File: config.mk
export PLATFORM = sky130hd
export DESIGN_NAME = mc_control
export DESIGN_NICKNAME = d
export VERILOG_FILES = /design/src/rtl/cpu_pkg.sv /design/src/rtl/ctrl_decode.sv /design/src/rtl/mc_control.sv
export SDC_FILE = /design/constraint.sdc
export NUM_CORES = 1
export LEC_CHECK = 0
export BUFFER_PORTS_ARGS = -buffer_cell sky130_fd_sc_hd__buf_4
export CAP_MARGIN = 25
export CORE_UTILIZATION = 26
export DETAILED_ROUTE_END_ITERATION = 16
export HOLD_SLACK_MARGIN = 0.15
export PLACE_DENSITY_LB_ADDON = 0.05
export REMOVE_ABC_BUFFERS = 1
export SLEW_MARGIN = 20
export SYNTH_ARGS = -nofsm -noshare
export SYNTH_HDL_FRONTEND = slang
export SYNTH_SLANG_ARGS = --single-unit
File: constraint.sdc
create_clock -name clk_i -period 6.2 [get_ports clk_i]
set_input_delay 0.62 -clock clk_i [delete_from_list [all_inputs] [get_ports clk_i]]
set_output_delay 0.62 -clock clk_i [all_outputs]
set_load 0.02 [all_outputs]
File: src/rtl/cpu_pkg.sv
// cpu_pkg: shared encodings for the RV32I core.
// Holds opcode/funct3 constants, the ALU/immediate/load/store selector
// enums used by both the single-cycle and multi-cycle control paths, and
// the state and mux-select enums of the multi-cycle controller.
package cpu_pkg;

  localparam logic [6:0] OP_LOAD   = 7'b0000011;
  localparam logic [6:0] OP_STORE  = 7'b0100011;
  localparam logic [6:0] OP_OP     = 7'b0110011;
  localparam logic [6:0] OP_OPIMM  = 7'b0010011;
  localparam logic [6:0] OP_BRANCH = 7'b1100011;
  localparam logic [6:0] OP_JAL    = 7'b1101111;
  localparam logic [6:0] OP_JALR   = 7'b1100111;
  localparam logic [6:0] OP_LUI    = 7'b0110111;
  localparam logic [6:0] OP_AUIPC  = 7'b0010111;

  localparam logic [2:0] F3_ADD  = 3'd0;
  localparam logic [2:0] F3_SLL  = 3'd1;
  localparam logic [2:0] F3_SLT  = 3'd2;
  localparam logic [2:0] F3_SLTU = 3'd3;
  localparam logic [2:0] F3_XOR  = 3'd4;
  localparam logic [2:0] F3_SR   = 3'd5;
  localparam logic [2:0] F3_OR   = 3'd6;
  localparam logic [2:0] F3_AND  = 3'd7;

  localparam logic [2:0] F3_BEQ  = 3'd0;
  localparam logic [2:0] F3_BNE  = 3'd1;
  localparam logic [2:0] F3_BLT  = 3'd4;
  localparam logic [2:0] F3_BGE  = 3'd5;
  localparam logic [2:0] F3_BLTU = 3'd6;
  localparam logic [2:0] F3_BGEU = 3'd7;

  typedef enum logic [3:0] {
    ALU_ADD, ALU_SUB, ALU_SLL, ALU_SLT, ALU_SLTU,
    ALU_XOR, ALU_SRL, ALU_SRA, ALU_OR, ALU_AND
  } alu_op;

  typedef enum logic [2:0] {IMM_I, IMM_S, IMM_B, IMM_U, IMM_J} imm_src;
  typedef enum logic [2:0] {LD_LB, LD_LH, LD_LW, LD_LBU, LD_LHU} load_type;
  typedef enum logic [1:0] {ST_SB, ST_SH, ST_SW} store_type;

  typedef enum logic [3:0] {
    FETCH, DECODE, MEMADR, MEMRD, MEMWB, MEMWR, EXEC_R,
    EXEC_I, ALUWB, BRANCH, JAL, JALR_ADR, UTYPE, TRAP
  } mc_state;

  typedef enum logic [1:0] {A_PC, A_OLDPC, A_RS1, A_ZERO} alu_a_sel;
  typedef enum logic [1:0] {B_RS2, B_IMM, B_FOUR} alu_b_sel;
  typedef enum logic [1:0] {MRES_ALUOUT, MRES_DATA, MRES_ALU} mc_result_src;

endpackage

File: src/rtl/ctrl_decode.sv
// ctrl_decode: combinational funct3/funct7 decoder.
//   opcode   - instruction[6:0]
//   funct3   - instruction[14:12]
//   instr30  - instruction[30] (funct7[5] for R-type, imm[10] for I-type)
//   alu_ctrl - ALU operation for OP / OP-IMM
//   ld_type  - load width/sign for LOAD
//   st_type  - store width for STORE
//   legal    - opcode known and funct3 valid for it
module ctrl_decode
  import cpu_pkg::*;
(
  input  logic [6:0] opcode,
  input  logic [2:0] funct3,
  input  logic       instr30,
  output alu_op      alu_ctrl,
  output load_type   ld_type,
  output store_type  st_type,
  output logic       legal
);

  always_comb begin
    alu_ctrl = ALU_ADD;
    ld_type  = LD_LW;
    st_type  = ST_SW;
    legal    = 1'b0;
    case (opcode)
      OP_OP, OP_OPIMM: begin
        legal = 1'b1;
        case (funct3)
          // Immediate adds never subtract: bit 30 is an immediate bit there.
          F3_ADD:  if (opcode == OP_OP && instr30) alu_ctrl = ALU_SUB;
          F3_SLL:  alu_ctrl = ALU_SLL;
          F3_SLT:  alu_ctrl = ALU_SLT;
          F3_SLTU: alu_ctrl = ALU_SLTU;
          F3_XOR:  alu_ctrl = ALU_XOR;
          F3_SR:   alu_ctrl = instr30 ? ALU_SRA : ALU_SRL;
          F3_OR:   alu_ctrl = ALU_OR;
          F3_AND:  alu_ctrl = ALU_AND;
        endcase
      end
      OP_LOAD: begin
        legal = 1'b1;
        case (funct3)
          3'd0:    ld_type = LD_LB;
          3'd1:    ld_type = LD_LH;
          3'd2:    ld_type = LD_LW;
          3'd4:    ld_type = LD_LBU;
          3'd5:    ld_type = LD_LHU;
          default: legal   = 1'b0;
        endcase
      end
      OP_STORE: begin
        legal = 1'b1;
        case (funct3)
          3'd0:    st_type = ST_SB;
          3'd1:    st_type = ST_SH;
          3'd2:    st_type = ST_SW;
          default: legal   = 1'b0;
        endcase
      end
      OP_BRANCH: legal = (funct3[2:1] != 2'b01);
      OP_JALR:   legal = (funct3 == 3'd0);
      OP_JAL, OP_LUI, OP_AUIPC: legal = 1'b1;
      default:   legal = 1'b0;
    endcase
  end

endmodule

File: src/rtl/mc_control.sv
// mc_control: multi-cycle RV32I control unit (Moore FSM).
// Sequences one instruction over 3-5 cycles plus memory wait cycles through
// a shared memory port and a single ALU.
//   clk_i, rst_i           - clock, synchronous active-high reset
//   instr_i                - instruction register (valid from DECODE on)
//   zero_i, lt_i, ltu_i    - ALU compare flags for branches
//   mem_ready_i            - memory completes the current request
//   mem_req_o/mem_write_o  - memory request / store qualifier
//   adr_src_o              - 0 = PC, 1 = ALUOut
//   ir_write_o, pc_write_o, reg_write_o - datapath write strobes
//   alu_src_a_o/_b_o, imm_src_o, alu_ctrl_o, load_type_o, store_type_o,
//   result_src_o           - datapath mux/operation selects
//   instr_done_o           - pulse on the last cycle of each instruction
//   instret_o              - retired-instruction count (wraps)
//   trap_o                 - sticky fault flag, cleared only by reset
//   state_o                - current state (debug)
module mc_control
  import cpu_pkg::*;
#(
  parameter int MEM_TIMEOUT = 15,
  parameter int CNT_W       = 32
) (
  input  logic             clk_i,
  input  logic             rst_i,
  input  logic [31:0]      instr_i,
  input  logic             zero_i,
  input  logic             lt_i,
  input  logic             ltu_i,
  input  logic             mem_ready_i,
  output logic             mem_req_o,
  output logic             mem_write_o,
  output logic             adr_src_o,
  output logic             ir_write_o,
  output logic             pc_write_o,
  output logic             reg_write_o,
  output alu_a_sel         alu_src_a_o,
  output alu_b_sel         alu_src_b_o,
  output imm_src           imm_src_o,
  output alu_op            alu_ctrl_o,
  output load_type         load_type_o,
  output store_type        store_type_o,
  output mc_result_src     result_src_o,
  output logic             instr_done_o,
  output logic [CNT_W-1:0] instret_o,
  output logic             trap_o,
  output mc_state          state_o
);

  localparam int WAIT_W = (MEM_TIMEOUT < 1) ? 1 : $clog2(MEM_TIMEOUT + 1);
  localparam logic [WAIT_W-1:0] WAIT_LIM = WAIT_W'(MEM_TIMEOUT);

  mc_state           state_q, state_d;
  logic [WAIT_W-1:0] wait_cnt_q;
  logic [CNT_W-1:0]  instret_q;

  logic [6:0] opcode;
  logic [2:0] funct3;
  alu_op      dec_alu;
  load_type   dec_ld;
  store_type  dec_st;
  logic       dec_legal;
  logic       taken;
  logic       mem_state;
  logic       timeout;
  logic       unused_instr_bits;

  assign opcode            = instr_i[6:0];
  assign funct3            = instr_i[14:12];
  assign unused_instr_bits = ^{instr_i[31], instr_i[29:15], instr_i[11:7]};

  ctrl_decode u_decode (
    .opcode   (opcode),
    .funct3   (funct3),
    .instr30  (instr_i[30]),
    .alu_ctrl (dec_alu),
    .ld_type  (dec_ld),
    .st_type  (dec_st),
    .legal    (dec_legal)
  );

  always_comb begin
    case (funct3)
      F3_BEQ:  taken = zero_i;
      F3_BNE:  taken = !zero_i;
      F3_BLT:  taken = lt_i;
      F3_BGE:  taken = !lt_i;
      F3_BLTU: taken = ltu_i;
      F3_BGEU: taken = !ltu_i;
      default: taken = 1'b0;
    endcase
  end

  assign mem_state = (state_q == FETCH) || (state_q == MEMRD) || (state_q == MEMWR);
  // A ready arriving in the limit cycle still completes the access.
  assign timeout   = (MEM_TIMEOUT != 0) && (wait_cnt_q == WAIT_LIM) && !mem_ready_i;

  always_comb begin
    state_d      = state_q;
    mem_req_o    = 1'b0;
    mem_write_o  = 1'b0;
    adr_src_o    = 1'b0;
    ir_write_o   = 1'b0;
    pc_write_o   = 1'b0;
    reg_write_o  = 1'b0;
    alu_src_a_o  = A_PC;
    alu_src_b_o  = B_RS2;
    imm_src_o    = IMM_I;
    alu_ctrl_o   = ALU_ADD;
    load_type_o  = LD_LW;
    store_type_o = ST_SW;
    result_src_o = MRES_ALUOUT;
    trap_o       = 1'b0;
    instr_done_o = 1'b0;
    case (state_q)
      FETCH: begin
        mem_req_o    = 1'b1;
        alu_src_b_o  = B_FOUR;
        result_src_o = MRES_ALU;
        if (mem_ready_i) begin
          ir_write_o = 1'b1;
          pc_write_o = 1'b1;
          state_d    = DECODE;
        end else if (timeout) begin
          mem_req_o = 1'b0;
          state_d   = TRAP;
        end
      end
      DECODE: begin
        // Branch/JAL target is precomputed into ALUOut here.
        alu_src_a_o = A_OLDPC;
        alu_src_b_o = B_IMM;
        if (opcode == OP_JAL) imm_src_o = IMM_J;
        else                  imm_src_o = IMM_B;
        if (!dec_legal) state_d = TRAP;
        else begin
          case (opcode)
            OP_LOAD, OP_STORE: state_d = MEMADR;
            OP_OP:             state_d = EXEC_R;
            OP_OPIMM:          state_d = EXEC_I;
            OP_BRANCH:         state_d = BRANCH;
            OP_JAL:            state_d = JAL;
            OP_JALR:           state_d = JALR_ADR;
            OP_LUI, OP_AUIPC:  state_d = UTYPE;
            default:           state_d = TRAP;
          endcase
        end
      end
      MEMADR: begin
        alu_src_a_o = A_RS1;
        alu_src_b_o = B_IMM;
        if (opcode == OP_STORE) begin
          imm_src_o    = IMM_S;
          store_type_o = dec_st;
          state_d      = MEMWR;
        end else begin
          load_type_o = dec_ld;
          state_d     = MEMRD;
        end
      end
      MEMRD: begin
        mem_req_o   = 1'b1;
        adr_src_o   = 1'b1;
        load_type_o = dec_ld;
        if (mem_ready_i) state_d = MEMWB;
        else if (timeout) begin
          mem_req_o = 1'b0;
          state_d   = TRAP;
        end
      end
      MEMWB: begin
        result_src_o = MRES_DATA;
        reg_write_o  = 1'b1;
        load_type_o  = dec_ld;
        state_d      = FETCH;
      end
      MEMWR: begin
        mem_req_o    = 1'b1;
        mem_write_o  = 1'b1;
        adr_src_o    = 1'b1;
        store_type_o = dec_st;
        if (mem_ready_i) state_d = FETCH;
        else if (timeout) begin
          mem_req_o   = 1'b0;
          mem_write_o = 1'b0;
          state_d     = TRAP;
        end
      end
      EXEC_R: begin
        alu_src_a_o = A_RS1;
        alu_ctrl_o  = dec_alu;
        state_d     = ALUWB;
      end
      EXEC_I: begin
        alu_src_a_o = A_RS1;
        alu_src_b_o = B_IMM;
        alu_ctrl_o  = dec_alu;
        state_d     = ALUWB;
      end
      ALUWB: begin
        reg_write_o = 1'b1;
        state_d     = FETCH;
      end
      BRANCH: begin
        alu_src_a_o = A_RS1;
        alu_ctrl_o  = ALU_SUB;
        pc_write_o  = taken;
        state_d     = FETCH;
      end
      JAL: begin
        // PC takes the target from ALUOut while the ALU forms the link value.
        alu_src_a_o = A_OLDPC;
        alu_src_b_o = B_FOUR;
        pc_write_o  = 1'b1;
        state_d     = ALUWB;
      end
      JALR_ADR: begin
        alu_src_a_o = A_RS1;
        alu_src_b_o = B_IMM;
        state_d     = JAL;
      end
      UTYPE: begin
        if (opcode == OP_LUI) alu_src_a_o = A_ZERO;
        else                  alu_src_a_o = A_OLDPC;
        alu_src_b_o = B_IMM;
        imm_src_o   = IMM_U;
        state_d     = ALUWB;
      end
      TRAP: trap_o = 1'b1;
      default: state_d = FETCH;
    endcase
    if (rst_i) begin
      mem_req_o   = 1'b0;
      mem_write_o = 1'b0;
      ir_write_o  = 1'b0;
      pc_write_o  = 1'b0;
      reg_write_o = 1'b0;
      trap_o      = 1'b0;
      state_d     = FETCH;
    end
    // Waiting in FETCH also has next state FETCH; only a real return counts.
    instr_done_o = !rst_i && (state_d == FETCH) && (state_q != FETCH);
  end

  always_ff @(posedge clk_i) begin
    if (rst_i) begin
      state_q    <= FETCH;
      wait_cnt_q <= '0;
      instret_q  <= '0;
    end else begin
      state_q <= state_d;
      if (instr_done_o) instret_q <= instret_q + CNT_W'(1);
      if (state_d != state_q) wait_cnt_q <= '0;
      else if (mem_state && wait_cnt_q != WAIT_LIM) wait_cnt_q <= wait_cnt_q + WAIT_W'(1);
    end
  end

  assign instret_o = instret_q;
  assign state_o   = state_q;

endmodule

-- Yosys cells after proc, flatten, opt, wreduce, memory -nomap -nowiden
Cells that the tools add are included.
- register bits after elaboration: 40
- input bits: 38
- logic and storage cells: 120
- $add $sub $neg: 2
- equal/unequal tests: 33
- muxes and demuxes: 49
- reduce and logical (&&, ||, !) cells: 33
- operators with widths (cell ; number):
    $pmux 4 s8 ; 2
    $add 32x1->32 const B ; 1
    $eq 4x4->1 const B ; 7
    $mux 4 ; 7
    $pmux 4 s7 ; 1
    $eq 7x6->1 const B ; 3
    $eq 7x7->1 const B ; 3
    $mux 1 ; 20
    $reduce_or 2->1 ; 10
    $reduce_or 5->1 ; 4
    $eq 4x3->1 const B ; 4
    $pmux 2 s2 ; 4
    $eq 7x5->1 const B ; 2
    $eq 3x3->1 const B ; 4
    $mux 3 ; 4
    $pmux 3 s4 ; 1
    $pmux 3 s3 ; 1
    $eq 4x2->1 const B ; 2
    $logic_not 4->1 ; 2
    $pmux 4 s2 ; 1
    $eq 7x2->1 const B ; 1
    $eq 3x2->1 const B ; 2
    $mux 2 ; 3
    $pmux 1 s6 ; 1
    other kinds (17) ; 27

-- Logic depth before layout (Yosys ltp)
Gate-level depths: netlist of run 1.
- depth after elaboration: 10
- gate-level depth with buffers: 11
- depth with buffers taken out: 9

-- Cells and area by module
Synthesis of run 1 repeated with hierarchy kept, for this count alone.
- cell total of the unflattened synthesis: 403
- area, all modules: 3037.9 sq um
- modules (own cells, without submodules) (module ; times used ; cells an instance ; area each (sq um) ; sequential area each (sq um)):
    mc_control ; 1 ; 365 ; 2770.2 ; 800.8
    ctrl_decode ; 1 ; 38 ; 267.8 ; 0.0

-- Least setup slack after synthesis of run 1
OpenSTA, ideal clock, no wires.
- path kind: flip-flop to output port
- from: register state_q[0], in the netlist state_o[0]
- to: output instr_done_o
- arrival time: 2.186 ns
- path slack: 3.394 ns
- stages on the path, launching flop included: 10
- path buffers: 2
- path through: dfxtp_1 buf_2 nor4b_2 a21oi_1 nand2_1 a311oi_2 a211oi_4 nand3_2 buf_2 inv_1
- word-level cells in the longest chain between the ends: 7
- elaborated cells on any way between the ends: 22
- classes of those cells: eq/ne (10); mux (6); reduce/logical (6)
- RTL lines (item ; line ; RTL):
    start, declared ; mc_control.sv:52 ; mc_state state_q, state_d;
    start signal, assigned ; mc_control.sv:250 ; state_q <= state_d;
    $eq 4x4->1 (tied with other cells) ; mc_control.sv:114 ; case (state_q)
    $reduce_or 4->1 (no source line) (tied with other cells) ; - ;
    $pmux 4 s8 ; mc_control.sv:114 ;
    $mux 4 ; mc_control.sv:231 ; if (rst_i) begin
    $logic_not 4->1 ; mc_control.sv:241 ; instr_done_o = !rst_i && (state_d == FETCH) && (state_q != FETCH);
    $logic_and 1x1->1 ; mc_control.sv:241 ;
    $logic_and 1x1->1 (*) ; mc_control.sv:241 ;
    end, declared ; mc_control.sv:43 ; output logic instr_done_o,
Mark *: on every way between the ends. The rest lies on a longest branch, timed or not.

-- Worst setup path in the final report of run 1
- from: register state_q[3], in the netlist state_o[3]
- to: output instr_done_o
The elaborated chain is that of the path after synthesis.

==> results.py, run 1 <==
metrics = {
    "timing": {
        "setup_tns_ps": 0,
        "worst_slew_margin_rel_pct": 35.63,
        "timing.final.setup_violations": 0,
        "hold_violations_final": 0,
        "rsz0062_at_grt": "false",
        "max_freq_mhz": 276.2,
        "post-route-min-period_ps": 3621,
        "fin_crit_sh_pct": 58.40,
        "final.setup_skew_ps": 11.20,
        "timing_max_transition_violations_final": 0,
        "timing_worst_slew_pin_value_ps": 964.2,
    },
    "cts": {
        "tritoncts.num_buffers": 5,
        "number_of_buffers_inserted_for_hold_repair_after_clock_tree_synthesis": 0,
        "clk_pin_slew_worst_paths_ps": 90,
        "clock-sinks": 40,
        "cts_buffer_depth": 2,
        "clk-insertion-delay-late_ps": 290,
        "post_cts.resized_instances": 0,
        "htreeDepth": 2,
        "cts_tree": "yes",
        "clock-root-buffer": "clkbuf_8",
        "post_cts.repair.setup_buffers": 0,
    },
    "drt": {
        "post_drt_via_cell_ratio": 5.193,
        "iteration_0_drc_markers": 132,
        "route.antenna.remaining_nets": 0,
        "firstDrtPassIters": 5,
        "via_count": 3048,
        "drc": 0,
        "routed_wl_um": 8860,
        "routed_len_inst_um": 15.09,
    },
    "floorplanning": {
        "die_w_um": 107.4,
        "core-area_sq_mm": 0.01084,
        "fp.dieH_um": 107.4,
        "initial_utilization_pct": 26.63,
        "boundaryPins": 100,
        "design.die.area_sq_mm": 0.01153,
        "fp-row-count": 38,
    },
    "job": {
        "cap_violations": 0,
    },
    "setup_path": {
        "critPathSlowestCell": "dfxtp_1",
        "setup.worst_path.end_class": "output pin",
        "worst-endpoint-arrival_ps": 3000,
        "critPathLaunchType": "flop",
        "worst-path-max-fanout": 25,
        "worstPathCellList": "nor2_1 -> nand2_1 -> o21bai_1 -> a311oi_2 -> a211oi_4 -> nand3_2 -> inv_1 -> buf_4",
        "critPathKind": "reg -> out",
        "required_arrival_time_at_the_worst_endpoint_ps": 5580,
        "critical_path.max_stage_delay_ps": 960,
    },
    "global_route": {
        "grt.overflow.total": 0,
        "gr-usage-all-layers_pct": 15.27,
        "first_global_vias": 2772,
        "grt_first_pass_wirelength_um": 14210,
        "grt_start_max_net_pins": 41,
        "antenna_found_initial": 0,
    },
    "placement": {
        "finalWeightedCongestion": 0.7483,
        "dp.final_hpwl_um": 6353,
        "portBuffers": 78,
    },
    "synth": {
        "synth.area.top_cells": "dfxtp_1, a21oi_1, nor2_1",
        "post_synth.cell_area_avg_sq_um": 7.497,
        "synth_cells": 385,
        "netlist_top_cells_count": "dfxtp_1, nor2_1, a21oi_1",
        "yosysWarningCount": 0,
        "yosys.area.top_type": "dfxtp_1",
        "synth_top_area_share_pct": 27.74,
        "share_of_the_yosys_chip_area_belonging_to_registers_pct": 27.74,
        "synthDistinctLibCells": 65,
        "yosys_register_bits": 40,
        "synth-async-reset-ratio_pct": 0,
        "synth.most_common_cell": "dfxtp_1",
        "synthFlopType": "dfxtp_1",
        "post_synth_instance_area_sq_mm": 0.002887,
        "synth_enable_flop_cells": 0,
    },
    "final_layout": {
        "antenna_cells_inserted": 0,
        "areaGrowthSynthToFinish_pct": 25.49,
        "utilization_pct": 33.41,
        "fillCellCount": 1193,
        "drive_gt1_share_pct": 24.16,
        "nets": 487,
    },
    "run_status": {
        "result_of_the_run": "completed",
    },
    "power_and_ir_drop": {
        "vdd.ir_drop.worst_uv": 113.7,
        "cellLeakagePower_nw": 1.431,
        "power_per_cell_area_mw_per_mm2": 232.0,
    },
    "worst_hold_path": {
        "min-delay-path-class": "reg -> reg",
    },
}
## through the flow
stage	total power, mW	worst slack (ps)	cell area (sq um)	cells	hold slack (ps)
2_1_floorplan	0.5391	3072	2780	362	487.7
5_1_grt	0.8980	2305	3622	587	551.0
4_1_cts	0.8585	2539	3622	587	519.5
3_3_place_gp	0.6762	2296	3541	580	498.4
3_5_place_dp	0.6785	2322	3541	580	504.8
6_report	0.8402	2579	3622	587	512.3
## metal layers
| layer | vias to the layer above | GRT usage [%] | share of wire, % |
|---|---|---|---|
| li1 | 1539 | - | - |
| met1 | 1439 | 21.67 | 50 |
| met5 | - | 0 | 0 |
| met3 | 4 | 2.603 | 4.3 |
| met4 | 0 | 2.642 | 0.70 |
| met2 | 66 | 24.33 | 45 |
## layout by cell type (no fill, tap or decap), types with 4 or more instances in the layout
cell type / netlist / routed
inv_1: 17 / 17
and3_1: 17 / 17
xnor2_1: 7 / 7
dfxtp_1: 40 / 40
nor2_1: 36 / 36
a31o_2: 6 / 6
a31oi_1: 5 / 5
mux2_1: 4 / 4
nand2_1: 30 / 30
nand4_1: 19 / 19
nand2b_1: 5 / 5
a21oi_1: 31 / 31
nand3_1: 13 / 13
o211ai_1: 4 / 4
buf_4: 0 / 78
clkbuf_8: 0 / 5
or4_1: 8 / 8
nor2b_1: 9 / 9
o31ai_1: 7 / 7
or3_1: 5 / 5
nor3_1: 16 / 16
xor2_1: 6 / 6
o21ai_0: 16 / 16
## registers in the layout (all words and copies together) (netlist names)
| signal | cells |
|---|---|
| instret_o | 32 |
| wait_cnt_q | 4 |
| state_o | 4 |
## worst paths after layout
path / start / to / slack (ps) / depth (start not counted)
max: state_o[3] / instr_done_o / 2580 / 8
min: instret_o[9] / instret_o[9] / 510 / 2
max reg2reg: state_o[3] / instret_o[31] / 2590 / 8
min reg2reg: instret_o[9] / instret_o[9] / 510 / 2
## area by class of cell
type / count / area, sq um / share of cell area (%)
multi-input cells: 303 / 1908 / 52.68
flip-flops and latches: 40 / 800.8 / 22.11
repair buffers: 78 / 585.6 / 16.17
well taps: 140 / 175.2 / 4.836
inverters: 19 / 71.32 / 1.969
clock buffers: 5 / 68.82 / 1.900
clock inverters: 2 / 12.51 / 0.3454
## logic make-up (layout without fill, tap and decap cells)
logic type,count (synthesis),in the layout,synth area share (%)
fa+ha+maj,2,2,0.8668
simple gates,188,188,37.06
xor+xnor,13,13,3.945
mux,7,7,2.601
buf+inv,42,104,6.155
compound gates,93,93,21.63
flops,40,40,27.74
## worst max-delay path, delay by kind of cell (launching register included)
kind / cells / cell delay [ps]
buffers and inverters: 2 / 280
DFF: 1 / 960
AOI/OAI and AO/OA: 3 / 610
and+or+nand+nor: 3 / 840
## power breakdown
| group | total, mW | switching [mW] | internal [mW] |
|---|---|---|---|
| clock network | 0.173 | 0.0962 | 0.0764 |
| registers | 0.316 | 0.0466 | 0.269 |
| logic | 0.352 | 0.212 | 0.140 |
Note: power is estimated with default switching activity, not from simulation.
==> run 2, diff against run 1 <==
--- a/config.mk
+++ b/config.mk
@@ -5,6 +5,7 @@
 export SDC_FILE = /design/constraint.sdc
 export NUM_CORES = 1
 export LEC_CHECK = 0
+export ABC_AREA = 1
 export BUFFER_PORTS_ARGS = -buffer_cell sky130_fd_sc_hd__buf_4
 export CAP_MARGIN = 25
 export CORE_UTILIZATION = 26
==> constraint.sdc (replaced) <==
create_clock -name clk_i -period 3.8 [get_ports clk_i]
set_input_delay 0.38 -clock clk_i [delete_from_list [all_inputs] [get_ports clk_i]]
set_output_delay 0.38 -clock clk_i [all_outputs]
set_load 0.02 [all_outputs]
==> results.py, run 2 <==
metrics = {
    "run_status": {
        "result_of_the_run": "completed",
    },
    "drt": {
        "routed_len_inst_um": 12.51,
        "iteration_0_drc_markers": 95,
        "post_drt_via_cell_ratio": 4.622,
        "via_count": 3231,
        "drc": 0,
        "route.antenna.remaining_nets": 0,
        "firstDrtPassIters": 4,
        "routed_wl_um": 8745,
    },
    "cts": {
        "post_cts.resized_instances": 0,
        "clk_pin_slew_worst_paths_ps": 60,
        "cts_buffer_depth": 2,
        "tritoncts.num_buffers": 5,
        "clk-insertion-delay-late_ps": 280,
        "number_of_buffers_inserted_for_hold_repair_after_clock_tree_synthesis": 0,
        "htreeDepth": 2,
        "cts_tree": "yes",
        "post_cts.repair.setup_buffers": 0,
        "clock-sinks": 40,
        "clock-root-buffer": "clkbuf_16",
    },
    "setup_path": {
        "required_arrival_time_at_the_worst_endpoint_ps": 3420,
        "end_of_the_critical_path": "instr_done_o",
        "timing.critical_path.buf_inv": 2,
        "rr_endpoint": "instret_o[21]",
        "critPathSlowestCell": "dfxtp_1",
        "crit-reg2reg-launch": "state_o[3]",
        "worst-path-max-fanout": 9,
        "critical_path_start": "state_o[3]",
        "rr_worst_depth": 14,
        "critPathLaunchType": "flop",
        "setup.worst_path.end_class": "output pin",
        "critical_path.max_stage_delay_ps": 600,
        "worst-endpoint-arrival_ps": 2460,
        "cpLargestDelayFamily": "simple AND/OR/NAND/NOR gates",
        "path_common_cell": "nand2_1",
        "timing.critical_path.depth": 11,
        "worstPathCellList": "nor2_2 -> nand2_1 -> nand3_2 -> o211ai_1 -> nand3_1 -> inv_1 -> nand2_1 -> nand2_2 -> nand2_4 -> nor3_1 -> buf_4",
        "regToRegSetupSlack_ps": 1080,
        "critPathKind": "reg -> out",
    },
    "final_layout": {
        "drive_gt1_share_pct": 21.65,
        "sequential_cell_area_sq_um": 800.8,
        "final_common_cell": "nand2_1",
        "nets": 598,
        "fillCellCount": 1262,
        "most_used_cells_in_the_layout_excluding_fill_and_tap_cells": "nand2_1, nor2_1, buf_4, nand3_1, inv_1",
        "areaGrowthSynthToFinish_pct": 28.54,
        "number_of_flip_flops_under_the_largest_register_name": 32,
        "fin_area_sq_mm": 0.003770,
        "antenna_cells_inserted": 0,
        "multiInputGateArea_sq_mm": 0.001810,
    },
    "synth": {
        "synthDistinctLibCells": 39,
        "yosys.area.top_type": "dfxtp_1",
        "share_of_the_yosys_chip_area_belonging_to_registers_pct": 27.30,
        "post_synth_instance_area_sq_mm": 0.002933,
        "synth_cells": 483,
        "yosysWarningCount": 0,
        "synth-async-reset-ratio_pct": 0,
        "netlist_top_cells_count": "nand2_1, nor2_1, nand3_1",
        "yosys_register_bits": 40,
        "synth_top_area_share_pct": 27.30,
        "post_synth.cell_area_avg_sq_um": 6.072,
        "synth.area.top_cells": "dfxtp_1, nand2_1, nor2_1",
        "synth_enable_flop_cells": 0,
        "synthFlopType": "dfxtp_1",
        "synth.most_common_cell": "nand2_1",
    },
    "power_and_ir_drop": {
        "combinationalPowerShare_pct": 38.3,
        "total_switching_power_mw": 0.5800,
        "seqPwrFrac_pct": 32.2,
        "cellLeakagePower_nw": 1.774,
        "total_power_mw": 1.469,
        "vdd.ir_drop.worst_uv": 181.9,
        "power_frac_clock_pct": 29.5,
        "power_per_cell_area_mw_per_mm2": 389.7,
        "p_sw_share_pct": 39.48,
        "power_report.internal_total_mw": 0.8892,
    },
    "global_route": {
        "grt.overflow.total": 0,
        "grt_start_max_net_pins": 39,
        "first_global_vias": 2953,
        "gr-usage-all-layers_pct": 15.00,
        "antenna_found_initial": 0,
        "grt_first_pass_wirelength_um": 14080,
    },
    "floorplanning": {
        "initial_utilization_pct": 26.82,
        "fp.dieH_um": 108.2,
        "boundaryPins": 100,
        "die_w_um": 108.2,
        "fp-row-count": 38,
        "design.die.area_sq_mm": 0.01171,
        "core-area_sq_mm": 0.01094,
    },
    "timing": {
        "fin_crit_sh_pct": 74.64,
        "setup_tns_ps": 0,
        "timing_max_transition_violations_final": 0,
        "hold_violations_final": 0,
        "rsz0062_at_grt": "false",
        "timing.final.setup_violations": 0,
        "timing_worst_slew_pin_value_ps": 471.4,
        "max_freq_mhz": 352.6,
        "final.setup_skew_ps": 8.659,
        "worst_slew_margin_rel_pct": 68.58,
        "post-route-min-period_ps": 2836,
    },
    "placement": {
        "placed_cell_area_sq_mm": 0.003620,
        "dp.final_hpwl_um": 6768,
        "portBuffers": 78,
        "finalWeightedCongestion": 0.8558,
    },
    "job": {
        "cap_violations": 0,
    },
    "worst_hold_path": {
        "min-delay-path-class": "in -> reg",
    },
}
run 2: worst min path at each step:
| stage | cells after the start | endpoint | from | slack, ps |
|---|---|---|---|---|
| 2_1_floorplan | 1 | state_o[1] | rst_i | 450 |
| 3_3_place_gp | 2 | instret_o[31] | instret_o[31] | 500 |
| 3_5_place_dp | 2 | instret_o[31] | instret_o[31] | 510 |
| 4_1_cts | 2 | state_o[1] | rst_i | 350 |
| 5_1_grt | 2 | state_o[1] | rst_i | 360 |
| 6_report | 2 | state_o[1] | rst_i | 350 |
run 2: power by group through the flow:
| stage | Combinational (mW) | Sequential (mW) | Clock [mW] |
|---|---|---|---|
| final | 0.563 | 0.473 | 0.434 |
| after global routing | 0.618 | 0.477 | 0.467 |
| after CTS | 0.570 | 0.473 | 0.448 |
| after detailed placement | 0.568 | 0.483 | 0 |
| after global placement | 0.569 | 0.482 | 0 |
| after floorplan | 0.350 | 0.492 | 0 |
run 2: cells by family (layout without fill, tap and decap cells):
kind of cell,count (synthesis),in the layout,share of synthesized area (%)
and+or+nand+nor,306,306,48.04
buffers and inverters,73,149,10.96
AOI/OAI and AO/OA,57,57,11.31
DFF,40,40,27.30
xor gates and xnor gates,4,4,1.195
adders and majority gates,2,2,0.8531
muxes,1,1,0.3413
run 2: worst register-to-register path, delay by kind of cell (launching register included):
| family | cells | cell delay [ps] |
|---|---|---|
| simple gates | 11 | 1490 |
| flops | 1 | 600 |
| compound gates | 1 | 140 |
| buf+inv | 2 | 370 |
run 2: per-layer routing:
layer  GRT usage, %  vias to the layer above  share of wire (%)
met5              0                        -                  0
met4          3.229                        0               0.63
met3          2.170                        5                5.1
met2          25.34                       61                 45
met1          20.10                     1453                 49
li1               -                     1712                  -
run 2: metrics by stage:
step	hold WS (ps)	utilization (%)	instances	setup WS [ps]
after floorplan	452.4	-	470	1458
after global placement	498.8	33.10	691	1104
after detailed placement	510.7	33.10	691	1097
after CTS	349.2	34.47	699	968.6
after global routing	360.4	34.47	699	843.9
final	352.6	34.47	699	963.6
run 2: layout make-up:
class                   instances  share of cell area (%)
multi-input cells             370                   48.03
flip-flops and latches         40                   21.24
repair buffers                 81                   16.13
inverters                      60                   5.974
well taps                     140                   4.647
clock buffers                   7                   3.784
clock inverters                 1                  0.1991
